==> config.mk <==
export PLATFORM = sky130hd
export DESIGN_NAME = cla_sub16_seq
export DESIGN_NICKNAME = d
export VERILOG_FILES = /design/src/rtl/cla_sub16_seq.sv
export SDC_FILE = /design/constraint.sdc
export NUM_CORES = 1
export LEC_CHECK = 0
export CAP_MARGIN = 20
export CELL_PAD_IN_SITES_DETAIL_PLACEMENT = 1
export CELL_PAD_IN_SITES_GLOBAL_PLACEMENT = 2
export CORE_ASPECT_RATIO = 0.5
export CORE_MARGIN = 10
export CORE_UTILIZATION = 29
export CTS_CLUSTER_SIZE = 28
export DETAILED_ROUTE_END_ITERATION = 16
export GPL_TIMING_DRIVEN = 0
export PLACE_DENSITY_LB_ADDON = 0.1
export SLEW_MARGIN = 10
export SYNTH_ARGS = -nofsm -noshare
export SYNTH_HDL_FRONTEND = slang
export SYNTH_SLANG_ARGS = --single-unit
export TNS_END_PERCENT = 10
==> constraint.sdc <==
create_clock -name clk -period 3.6 [get_ports clk]
set_input_delay 0.54 -clock clk [delete_from_list [all_inputs] [get_ports clk]]
set_output_delay 0.54 -clock clk [all_outputs]
set_load 0.02 [all_outputs]
==> src/rtl/cla_sub16_seq.sv <==
// Sequential subtractor: a - b - bin, one 4-bit carry-lookahead slice per cycle, LSB slice first.
// Optional signed-overflow output enabled by defining SUB_OVF_EN.
module cla_sub16_seq #(
   parameter int unsigned WIDTH = 16
) (
   input  logic             clk,
   input  logic             rst,
   input  logic             start,
   input  logic [WIDTH-1:0] a,
   input  logic [WIDTH-1:0] b,
   input  logic             bin,
   output logic             busy,
   output logic             done,
   output logic [WIDTH-1:0] diff,
   output logic             bout
`ifdef SUB_OVF_EN
   ,
   output logic             ovf
`endif
);

   localparam int unsigned NSLICE = WIDTH / 4;
   localparam int unsigned IW     = (NSLICE > 1) ? $clog2(NSLICE) : 1;
   localparam int unsigned MSB    = WIDTH - 1;

   typedef enum logic [1:0] {
      IDLE = 2'd0,
      CALC = 2'd1,
      DONE = 2'd2
   } state_t;

   state_t           state;
   logic [IW-1:0]    idx;
   logic             carry;
   logic [WIDTH-1:0] a_q;
   logic [WIDTH-1:0] b_q;
   logic [WIDTH-1:0] res;
   logic [WIDTH-1:0] res_next;

   logic [3:0] sa;
   logic [3:0] sb;
   logic [3:0] p;
   logic [3:0] g;
   logic [4:0] c;
   logic [3:0] sum;

   // Operand slice select and two-level lookahead on a + ~b
   always_comb begin
      sa = '0;
      sb = '0;
      for (int i = 0; i < int'(NSLICE); i++) begin
         if (idx == IW'(i)) begin
            sa = a_q[i*4 +: 4];
            sb = b_q[i*4 +: 4];
         end
      end
      p    = sa ^ ~sb;
      g    = sa & ~sb;
      c[0] = carry;
      c[1] = g[0] | (p[0] & carry);
      c[2] = g[1] | (p[1] & g[0]) | (p[1] & p[0] & carry);
      c[3] = g[2] | (p[2] & g[1]) | (p[2] & p[1] & g[0])
           | (p[2] & p[1] & p[0] & carry);
      c[4] = g[3] | (p[3] & g[2]) | (p[3] & p[2] & g[1])
           | (p[3] & p[2] & p[1] & g[0]) | (p[3] & p[2] & p[1] & p[0] & carry);
      sum  = p ^ c[3:0];
   end

   // New slice shifts in from the top; after NSLICE cycles slice 0 sits at the bottom
   assign res_next = WIDTH'({sum, res} >> 4);

   always_ff @(posedge clk) begin
      if (rst) begin
         state <= IDLE;
         idx   <= '0;
         carry <= 1'b0;
         a_q   <= '0;
         b_q   <= '0;
         res   <= '0;
         busy  <= 1'b0;
         done  <= 1'b0;
         diff  <= '0;
         bout  <= 1'b0;
`ifdef SUB_OVF_EN
         ovf   <= 1'b0;
`endif
      end else begin
         done <= 1'b0;
         case (state)
            IDLE, DONE: begin
               if (start) begin
                  a_q   <= a;
                  b_q   <= b;
                  carry <= ~bin;
                  idx   <= '0;
                  state <= CALC;
                  busy  <= 1'b1;
               end else begin
                  state <= IDLE;
                  busy  <= 1'b0;
               end
            end
            CALC: begin
               res   <= res_next;
               carry <= c[4];
               idx   <= idx + IW'(1);
               if (idx == IW'(NSLICE - 1)) begin
                  state <= DONE;
                  busy  <= 1'b0;
                  done  <= 1'b1;
                  diff  <= res_next;
                  bout  <= ~c[4];
`ifdef SUB_OVF_EN
                  ovf   <= (a_q[MSB] != b_q[MSB]) & (res_next[MSB] != a_q[MSB]);
`endif
               end
            end
            default: begin
               state <= IDLE;
               busy  <= 1'b0;
            end
         endcase
      end
   end

endmodule

==> impl_metrics.py, run 1 <==
metrics = {
    "status": {
        "status": "complete, no violations",
    },
    "place": {
        "io_buffers": 53,
        "hpwl_um": 6680,
        "place_ws_ns": 0.353,
        "place_congestion": 0.790,
        "dp_cells": 562,
    },
    "clock_tree": {
        "root_buffer": "clkbuf_16",
        "cts.htree.levels": 3,
        "ctsHoldBuffers": 0,
        "cts_resized": 0,
        "cts_buffers": 9,
        "clock-sinks": 68,
        "cts_tree": "yes",
        "clkSlewWorstSetupHoldPaths_ns": 0.06,
        "post_cts_buffers": 0,
        "ctsLongestPathBuffers": 2,
        "clock_latency_ns": 0.33,
    },
    "worst_setup_path": {
        "r2r-start": "idx[0]$_SDFFE_PP0P_",
        "critical_path.slowest_cell": "o21ai_0",
        "required_ns": 3.79,
        "cp-end-kind": "flop",
        "cp.arrival_ns": 3.42,
        "crit_path_max_fanout": 10,
        "criticalPathCategory": "flop to flop",
        "cp_slowest_stage_delay_ns": 0.45,
        "reg2reg_slack_ns": 0.37,
        "reg2reg_depth": 11,
        "worstPathCellList": "inv_1 > ha_1 > clkbuf_1 > clkbuf_1 > a21oi_1 > o21ai_0 > ha_1 > a211o_1 > a211oi_1 > o41ai_1 > nor2b_1",
        "worstReg2RegEnd": "res[15]$_SDFFE_PP0P_",
        "crit_path_start_kind": "flop",
    },
    "route": {
        "ant_nets": 0,
        "drc_errors": 0,
        "finalWirelength_um": 8740,
        "detail_route.wl_per_cell_um": 15.1,
        "drtPass1Iterations": 4,
        "vias": 2668,
        "drt_iter0_markers": 123,
        "via_per_inst": 4.62,
    },
    "global_routing": {
        "grt_pass1_vias": 2859,
        "grt-ovfl-total": 0,
        "grt_pass1_wl_um": 14800,
        "grtUsageTotal_pct": 12.7,
        "antenna_found_initial": 0,
        "grt_start_max_net_pins": 13,
    },
    "timing": {
        "hold_violations": 0,
        "tightest_slew_ns": 0.634,
        "maxSlewViolCount": 0,
        "slew_headroom_pct": 57.7,
        "finalSetupViolations": 0,
        "skew_ns": 0.00698,
        "hold_slack_ns": 0.453,
        "period_share_pct": 89.6,
        "clock.fmax_ghz": 0.310,
        "setup_slack_ns": 0.374,
        "rsz0062_at_grt": "no",
        "setup_tns_ns": 0,
        "min_period_ns": 3.23,
    },
    "synth": {
        "syn_area_per_cell_um2": 7.68,
        "synthMuxAreaShare_pct": 0,
        "ys_seq_area_share_pct": 47.4,
        "yosysUniqueCellTypes": 34,
        "yosys.area_share.adder_pct": 4.18,
        "synth_compound_gate_area_share_pct": 19.4,
        "yosysTopAreaCell": "dfxtp_1",
        "synthXorXnorAreaFrac_pct": 0.305,
        "synthTopCellsByArea": "dfxtp_1, nand2_1, a21oi_1",
        "synth_edf_count": 0,
        "async_flop_share_pct": 0,
        "syn_inst": 374,
        "syn_area_um2": 2870,
        "ys_warn_count": 0,
        "syn_nets": 419,
        "ys_seq_elements": 68,
        "yosys.area_share.simple_pct": 22.6,
        "synth_top_family_by_area": "simple AND/OR/NAND/NOR gates",
        "synth_ff_type": "dfxtp_1",
        "yosys.area.top_type_share_pct": 47.4,
    },
    "floorplanning": {
        "design.core.area_um2": 9540,
        "die_h_um": 90.4,
        "initial_core_util_pct": 30.1,
        "die_w_um": 161,
        "dieArea_um2": 14500,
        "ios": 55,
        "rows": 25,
    },
    "finish": {
        "nNetsFinal": 483,
        "syn2layout_area_growth_pct": 34.9,
        "diodes": 0,
        "drive_gt1_share_pct": 7.67,
        "final_core_util_pct": 40.6,
        "fin_cells": 578,
        "final_cell_mix": "nand2_1, a21oi_1, dfxtp_1",
        "fillCellCount": 1188,
        "final_common_cell": "nand2_1",
    },
    "worst_hold_path": {
        "min_path_cells": 2,
        "whs_endpoint": "diff[10]$_SDFFE_PP0P_",
        "holdCritStartpoint": "diff[10]$_SDFFE_PP0P_",
        "hold_path_class": "flop to flop",
    },
    "power_and_ir_drop": {
        "internal-power_mw": 1.45,
        "ir_drop_mv": 0.235,
        "powerDensity_nw_per_um2": 500,
        "power_frac_clock_pct": 45.7,
        "switching_share_pct": 25.4,
        "pwr-share-comb_pct": 12.4,
        "leakagePower_nw": 1.38,
        "seqPwrFrac_pct": 42.0,
        "p_switching_mw": 0.493,
    },
    "run": {
        "cap_violations": 0,
    },
}
==> layer usage <==
layer / wire length, um / vias up / global-route usage (%)
met2: 3930 / 40 / 19.4
li1: - / 1364 / -
met4: 67 / 0 / 3.84
met3: 380 / 6 / 4.87
met1: 4360 / 1258 / 16.2
met5: 0 / - / 0
==> state kept, by name, summed over array words and instances (netlist names), 2 cells and up <==
| name | flops |
|---|---|
| idx | 2 |
| diff | 16 |
| a_q | 16 |
| b_q | 16 |
| state | 2 |
| res | 12 |
==> stage by stage <==
stage          cell area [um2]  power (mW)
6_report                  3880        1.94
5_1_grt                   3880        2.04
4_1_cts                   3880        1.97
3_5_place_dp              3570        1.07
3_3_place_gp              3570        1.06
2_1_floorplan             2870       0.969
==> synth_stat cells, types with 2 or more instances <==
| master | n |
|---|---|
| o21ai_1 | 2 |
| nor2b_1 | 3 |
| nand2_1 | 125 |
| nand3b_1 | 6 |
| a21oi_1 | 78 |
| buf_2 | 11 |
| a211oi_1 | 2 |
| dfxtp_1 | 68 |
| buf_6 | 2 |
| a22oi_1 | 5 |
| nand2b_1 | 2 |
| inv_1 | 7 |
| o21ai_0 | 7 |
| clkbuf_1 | 13 |
| ha_1 | 8 |
| nor2_1 | 15 |
| nand3_1 | 3 |
==> critical path, delay by kind of cell, from the launching register on <==
family	cells	cell delay [ns]
AOI/OAI and AO/OA	5	1.37
buffers and inverters	3	0.76
adders and majority gates	2	0.48
DFF	1	0.35
and+or+nand+nor	1	0.14
==> cells by family after synthesis <==
group	after synthesis
and+or+nand+nor	159
AOI/OAI and AO/OA	102
xor gates and xnor gates	1
adders and majority gates	9
buffers and inverters	35
DFF	68
==> final cells by class <==
cell class	count	area (um2)	area share, %
buffer	28	149	3.84
clock buffer	10	239	6.17
clock inverter	6	63.8	1.65
inverter	7	26.3	0.678
multi-input combinational	271	1340	34.5
sequential	68	1360	35.1
tap	135	169	4.36
timing repair buffer	53	531	13.7
==> power by group through the flow <==
stage / Sequential, mW / Combinational, mW / Clock, mW
after floorplan: 0.821 / 0.149 / 0
after global placement: 0.829 / 0.231 / 0
after detailed placement: 0.830 / 0.241 / 0
after CTS: 0.814 / 0.242 / 0.913
after global routing: 0.818 / 0.273 / 0.947
final: 0.813 / 0.240 / 0.885
==> how the worst max path moves through the flow <==
stage                   startpoint                    to  slack (ns)  cells after the start
2_1_floorplan  idx[0]$_SDFFE_PP0P_  res[15]$_SDFFE_PP0P_        1.02                     11
3_3_place_gp   idx[0]$_SDFFE_PP0P_  res[15]$_SDFFE_PP0P_        0.48                     11
3_5_place_dp   idx[0]$_SDFFE_PP0P_  res[15]$_SDFFE_PP0P_        0.35                     11
4_1_cts        idx[0]$_SDFFE_PP0P_  res[15]$_SDFFE_PP0P_        0.35                     11
5_1_grt        idx[0]$_SDFFE_PP0P_  res[15]$_SDFFE_PP0P_        0.05                     11
6_report       idx[0]$_SDFFE_PP0P_  res[15]$_SDFFE_PP0P_        0.37                     11
(Power assumes the default switching activity.)
==> run 2, diff against run 1 <==
--- a/config.mk
+++ b/config.mk
@@ -5,6 +5,7 @@
 export SDC_FILE = /design/constraint.sdc
 export NUM_CORES = 1
 export LEC_CHECK = 0
+export ABC_AREA = 1
 export CAP_MARGIN = 20
 export CELL_PAD_IN_SITES_DETAIL_PLACEMENT = 1
 export CELL_PAD_IN_SITES_GLOBAL_PLACEMENT = 2
==> impl_metrics.py, run 2 <==
metrics = {
    "finish": {
        "drive_gt1_share_pct": 11.1,
        "nNetsFinal": 492,
        "final_common_cell": "nor2_1",
        "syn2layout_area_growth_pct": 34.5,
        "final_core_util_pct": 40.9,
        "multi_input_comb_area_um2": 1320,
        "ff_latch_area_um2": 1360,
        "final_cell_mix": "nor2_1, dfxtp_1, o21ai_0",
        "reg_top3": "a_q x16, b_q x16, diff x16",
        "fillCellCount": 1163,
        "diodes": 0,
    },
    "route": {
        "detail_route.wl_per_cell_um": 14.4,
        "drc_errors": 0,
        "via_per_inst": 4.56,
        "drtPass1Iterations": 4,
        "finalWirelength_um": 8430,
        "vias": 2674,
        "drt_iter0_markers": 86,
        "ant_nets": 0,
    },
    "floorplanning": {
        "dieArea_um2": 14800,
        "die_w_um": 162,
        "ios": 55,
        "rows": 25,
        "die_h_um": 91.2,
        "initial_core_util_pct": 30.4,
        "design.core.area_um2": 9670,
    },
    "power_and_ir_drop": {
        "powerDensity_nw_per_um2": 522,
        "power_mw": 2.06,
        "leakagePower_nw": 1.71,
        "ir_drop_mv": 0.259,
    },
    "clock_tree": {
        "cts.htree.levels": 3,
        "root_buffer": "clkbuf_16",
        "clkSlewWorstSetupHoldPaths_ns": 0.06,
        "ctsLongestPathBuffers": 2,
        "ctsHoldBuffers": 0,
        "clock_latency_ns": 0.33,
        "cts_buffers": 9,
        "clock-sinks": 68,
        "cts_tree": "yes",
        "post_cts_buffers": 0,
        "cts_resized": 0,
    },
    "synth": {
        "synthXorXnorAreaFrac_pct": 0.298,
        "ys_warn_count": 0,
        "syn_inst": 382,
        "yosys.area_share.adder_pct": 4.09,
        "yosys.area.top_type_share_pct": 46.3,
        "ys_seq_area_share_pct": 46.3,
        "syn_area_per_cell_um2": 7.69,
        "synth_ff_type": "dfxtp_1",
        "yosys.area_share.simple_pct": 23.3,
        "yosys-top-cells-count": "nor2_1, dfxtp_1, o21ai_0, nand2_1, a21oi_1",
        "synth_compound_gate_area_share_pct": 17.3,
        "yosysMostFrequentCell": "nor2_1",
        "yosysUniqueCellTypes": 32,
        "synth_top_family_by_area": "simple AND/OR/NAND/NOR gates",
        "synthTopCellsByArea": "dfxtp_1, nor2_1, o21ai_0",
        "syn_nets": 427,
        "async_flop_share_pct": 0,
        "ys_seq_elements": 68,
        "yosysTopAreaCell": "dfxtp_1",
        "synth_edf_count": 0,
        "synthMuxAreaShare_pct": 0,
        "syn_area_um2": 2940,
    },
    "timing": {
        "rsz0062_at_grt": "no",
        "setup_tns_ns": 0,
        "finalSetupViolations": 0,
        "hold_slack_ns": 0.469,
        "period_share_pct": 71.7,
        "min_period_ns": 2.58,
        "skew_ns": 0.00475,
        "tightest_slew_ns": 0.346,
        "clock.fmax_ghz": 0.388,
        "slew_headroom_pct": 76.7,
        "hold_violations": 0,
        "maxSlewViolCount": 0,
    },
    "run": {
        "cap_violations": 0,
    },
    "global_routing": {
        "grtUsageTotal_pct": 11.9,
        "grt_start_max_net_pins": 12,
        "antenna_found_initial": 0,
        "grt-ovfl-total": 0,
        "grt_pass1_wl_um": 14200,
        "grt_pass1_vias": 2736,
    },
    "worst_setup_path": {
        "crit_path_max_fanout": 9,
        "crit_start": "idx[0]$_SDFFE_PP0P_",
        "criticalPathCategory": "flop to flop",
        "cp-end-kind": "flop",
        "r2r-start": "idx[0]$_SDFFE_PP0P_",
        "required_ns": 3.84,
        "cp.arrival_ns": 2.82,
        "crit_path_start_kind": "flop",
    },
    "place": {
        "hpwl_um": 6500,
        "io_buffers": 54,
        "place_congestion": 0.797,
    },
    "worst_hold_path": {
        "hold_path_class": "flop to flop",
        "holdCritStartpoint": "diff[12]$_SDFFE_PP0P_",
    },
    "status": {
        "status": "complete, no violations",
    },
}
## run 2: cell types whose count changed after synthesis, moves of 3 or more
| cell | previous run | this run |
|---|---|---|
| inv_2 | 0 | 5 |
| nand2_1 | 125 | 30 |
| nor2_1 | 15 | 115 |
| a22oi_1 | 5 | 0 |
| a21oi_1 | 78 | 19 |
| buf_6 | 2 | 8 |
| clkbuf_1 | 13 | 0 |
| nand3b_1 | 6 | 2 |
| nor2b_1 | 3 | 0 |
| o21ai_0 | 7 | 64 |
| inv_1 | 7 | 16 |
| nand3_1 | 3 | 10 |
## run 2: worst paths after layout
check | end | slack [ns] | cells past startpoint
worst min-delay path | diff[12]$_SDFFE_PP0P_ | 0.47 | 2
worst max register to register | diff[15]$_SDFFE_PP0P_ | 1.02 | 16
worst max-delay path | diff[15]$_SDFFE_PP0P_ | 1.02 | 16
worst min register to register | diff[12]$_SDFFE_PP0P_ | 0.47 | 2
## run 2: layout make-up
type / count / share of cell area, %
sequential: 68 / 34.5
clock buffer: 12 / 6.49
multi-input combinational: 271 / 33.4
tap: 135 / 4.27
inverter: 23 / 2.37
timing repair buffer: 54 / 13.7
buffer: 20 / 4.12
clock inverter: 4 / 1.20
## run 2: power breakdown
group	total, mW	switching [mW]	internal (mW)
Combinational	0.338	0.195	0.143
Clock	0.893	0.322	0.571
Sequential	0.833	0.0300	0.803
## run 2: through the flow
stage               setup WS (ns)  cells  instance area [um2]
floorplan                    1.48    382                 2940
global placement             1.09    571                 3650
detailed placement           1.08    571                 3650
CTS                          1.03    587                 3950
global route                0.804    587                 3950
finish                       1.02    587                 3950
## run 2: cell families (layout without fill, tap and decap cells)
logic type | after synthesis | after routing
and+or+nand+nor | 165 | 165
xor gates and xnor gates | 1 | 1
AOI/OAI and AO/OA | 96 | 96
buffers and inverters | 43 | 113
adders and majority gates | 9 | 9
DFF | 68 | 68
## run 2: metal layers
metal | track usage, % | part of all wire (%)
met5 | 0 | 0
met4 | 3.16 | 0.81
met3 | 5.14 | 6.1
met2 | 18.5 | 44
met1 | 14.6 | 49
## run 2: worst max-delay path, cell delays in order, from the launching register on
cell     delay (ns)
dfxtp_1        0.36
inv_1          0.10
ha_1           0.20
buf_2          0.18
inv_1          0.20
nand2_1        0.08
a31oi_1        0.15
o21ai_0        0.12
ha_1           0.39
nand2_1        0.09
nand2_1        0.05
nor2_1         0.17
nand2_1        0.08
nand2_1        0.09
nand3_1        0.09
nand2_1        0.07
inv_1          0.03
==> run 3, diff against run 2 <==
--- a/config.mk
+++ b/config.mk
@@ -11,7 +11,7 @@
 export CELL_PAD_IN_SITES_GLOBAL_PLACEMENT = 2
 export CORE_ASPECT_RATIO = 0.5
 export CORE_MARGIN = 10
-export CORE_UTILIZATION = 29
+export CORE_UTILIZATION = 27
 export CTS_CLUSTER_SIZE = 28
 export DETAILED_ROUTE_END_ITERATION = 16
 export GPL_TIMING_DRIVEN = 0
==> constraint.sdc (replaced) <==
create_clock -name clk -period 2.18 [get_ports clk]
set_input_delay 0.327 -clock clk [delete_from_list [all_inputs] [get_ports clk]]
set_output_delay 0.327 -clock clk [all_outputs]
set_load 0.02 [all_outputs]
==> impl_metrics.py, run 3 (same netlist as run 2, synthesis figures left out) <==
metrics = {
    "clock_tree": {
        "cts_tree": "yes",
        "ctsHoldBuffers": 0,
        "clock-sinks": 68,
        "clock_latency_ns": 0.33,
        "cts_buffers": 9,
        "root_buffer": "clkbuf_16",
        "cts.htree.levels": 3,
        "ctsLongestPathBuffers": 2,
        "clkSlewWorstSetupHoldPaths_ns": 0.06,
    },
    "route": {
        "ant_nets": 0,
        "drt_iter0_markers": 110,
        "drtPass1Iterations": 4,
        "detail_route.wl_per_cell_um": 15.4,
        "via_per_inst": 4.46,
        "finalWirelength_um": 9360,
        "drc_errors": 0,
        "vias": 2712,
    },
    "run": {
        "cap_violations": 0,
    },
    "timing": {
        "setup_tns_ns": 0,
        "min_period_ns": 2.17,
        "finalSetupViolations": 0,
        "slew_headroom_pct": 73.1,
        "skew_ns": 0.00500,
        "setup_slack_ns": 0.0109,
        "hold_violations": 0,
        "period_share_pct": 99.5,
        "tightest_slew_ns": 0.400,
        "maxSlewViolCount": 0,
        "rsz0062_at_grt": "yes",
        "clock.fmax_ghz": 0.461,
    },
    "power_and_ir_drop": {
        "leakagePower_nw": 1.86,
        "powerDensity_nw_per_um2": 880,
        "ir_drop_mv": 0.397,
        "power_mw": 3.86,
    },
    "finish": {
        "final_core_util_pct": 42.2,
        "fin_area_um2": 4390,
        "syn2layout_area_growth_pct": 49.5,
        "reg_top3": "a_q x16, b_q x16, diff x16",
        "drive_gt1_share_pct": 22.4,
        "diodes": 0,
        "multi_input_comb_area_um2": 1520,
        "ff_latch_area_um2": 1370,
        "nNetsFinal": 508,
        "final_cell_mix": "nor2_1, dfxtp_1, o21ai_0",
        "fillCellCount": 1236,
        "final_common_cell": "nor2_1",
    },
    "worst_setup_path": {
        "crit_path_max_fanout": 5,
        "cp.arrival_ns": 2.38,
        "worstPathCellList": "inv_4 > ha_4 > buf_6 > inv_4 > buf_4 > a31oi_1 > o21ai_0 > ha_4 > a21oi_1 > nand2_2 > nand2_1 > a21oi_1",
        "crit_path_start_kind": "flop",
        "reg2reg_slack_ns": 0.01,
        "crit_start": "idx[1]$_SDFFE_PP0P_",
        "reg2reg_depth": 12,
        "critical_path.slowest_cell": "dfxtp_4",
        "cp-end-kind": "flop",
        "r2r-start": "idx[1]$_SDFFE_PP0P_",
        "required_ns": 2.39,
        "cp_slowest_stage_delay_ns": 0.38,
        "worstReg2RegEnd": "carry$_SDFFE_PP0P_",
        "criticalPathCategory": "flop to flop",
        "critPathCapture": "carry$_SDFFE_PP0P_",
    },
    "place": {
        "hpwl_um": 6700,
        "place_ws_ns": -0.436,
        "place_congestion": 0.747,
        "io_buffers": 54,
        "placedInstanceArea_um2": 3650,
    },
    "status": {
        "status": "complete, no violations",
    },
    "worst_hold_path": {
        "holdCritStartpoint": "diff[12]$_SDFFE_PP0P_",
        "hold_path_class": "flop to flop",
    },
    "global_routing": {
        "grt_start_max_net_pins": 12,
        "antenna_found_initial": 0,
        "grt-ovfl-total": 0,
        "grt_pass1_vias": 2943,
        "grtUsageTotal_pct": 12.0,
        "grt_pass1_wl_um": 15200,
    },
    "floorplanning": {
        "design.core.area_um2": 10400,
        "die_h_um": 93.8,
        "ios": 55,
        "rows": 26,
        "initial_core_util_pct": 28.2,
        "dieArea_um2": 15700,
        "die_w_um": 168,
    },
}
run 3: layout make-up:
class	count	share of cell area [%]
Buffer	19	3.82
Clock buffer	12	5.84
Clock inverter	4	2.17
Inverter	23	2.76
Multi-Input combinational cell	271	34.6
Sequential cell	68	31.2
Tap cell	140	3.99
Timing Repair Buffer	70	15.5
Timing Repair inverter	1	0.142
run 3: where the power goes:
group | switching (mW) | internal (mW)
Combinational | 0.406 | 0.376
Clock | 0.521 | 1.18
Sequential | 0.0587 | 1.33
Total | 0.986 | 2.88
run 3: layer usage:
metal | share of wire (%) | track usage (%)
met1 | 47 | 14.1
met5 | 0 | 0
met2 | 47 | 20.2
met3 | 5.1 | 4.43
met4 | 1.2 | 3.89
run 3: how the worst min path moves through the flow:
| stage | end | slack (ns) | cells past startpoint |
|---|---|---|---|
| 4_1_cts | diff[12]$_SDFFE_PP0P_ | 0.48 | 2 |
| 2_1_floorplan | carry$_SDFFE_PP0P_ | 0.40 | 1 |
| 3_5_place_dp | diff[12]$_SDFFE_PP0P_ | 0.47 | 2 |
| 5_1_grt | b_q[11]$_SDFFE_PP0P_ | 0.51 | 2 |
| 6_report | diff[12]$_SDFFE_PP0P_ | 0.48 | 2 |
| 3_3_place_gp | diff[12]$_SDFFE_PP0P_ | 0.46 | 2 |
run 3: critical path: cells and delay by family, from the launching register on:
family	cells	cell delay, ns
AO/OA/AOI/OAI	4	0.67
adder cells (fa/ha/maj)	2	0.48
buffers and inverters	4	0.34
flip-flops	1	0.38
AND/OR/NAND/NOR	2	0.18
run 3: what timing repair did:
item                                    in CTS  in global routing
setup buffers                               12                  4
gates cloned                                 1                  0
endpoints found under the setup margin      10                  8
pin swaps                                   12                 21
gates resized for setup                     49                 24
run 3: stage by stage:
stage               hold slack (ns)  cells
detailed placement            0.469    576
CTS                           0.480    605
finish                        0.475    608
global route                  0.515    608
floorplan                     0.396    382
global placement              0.459    576
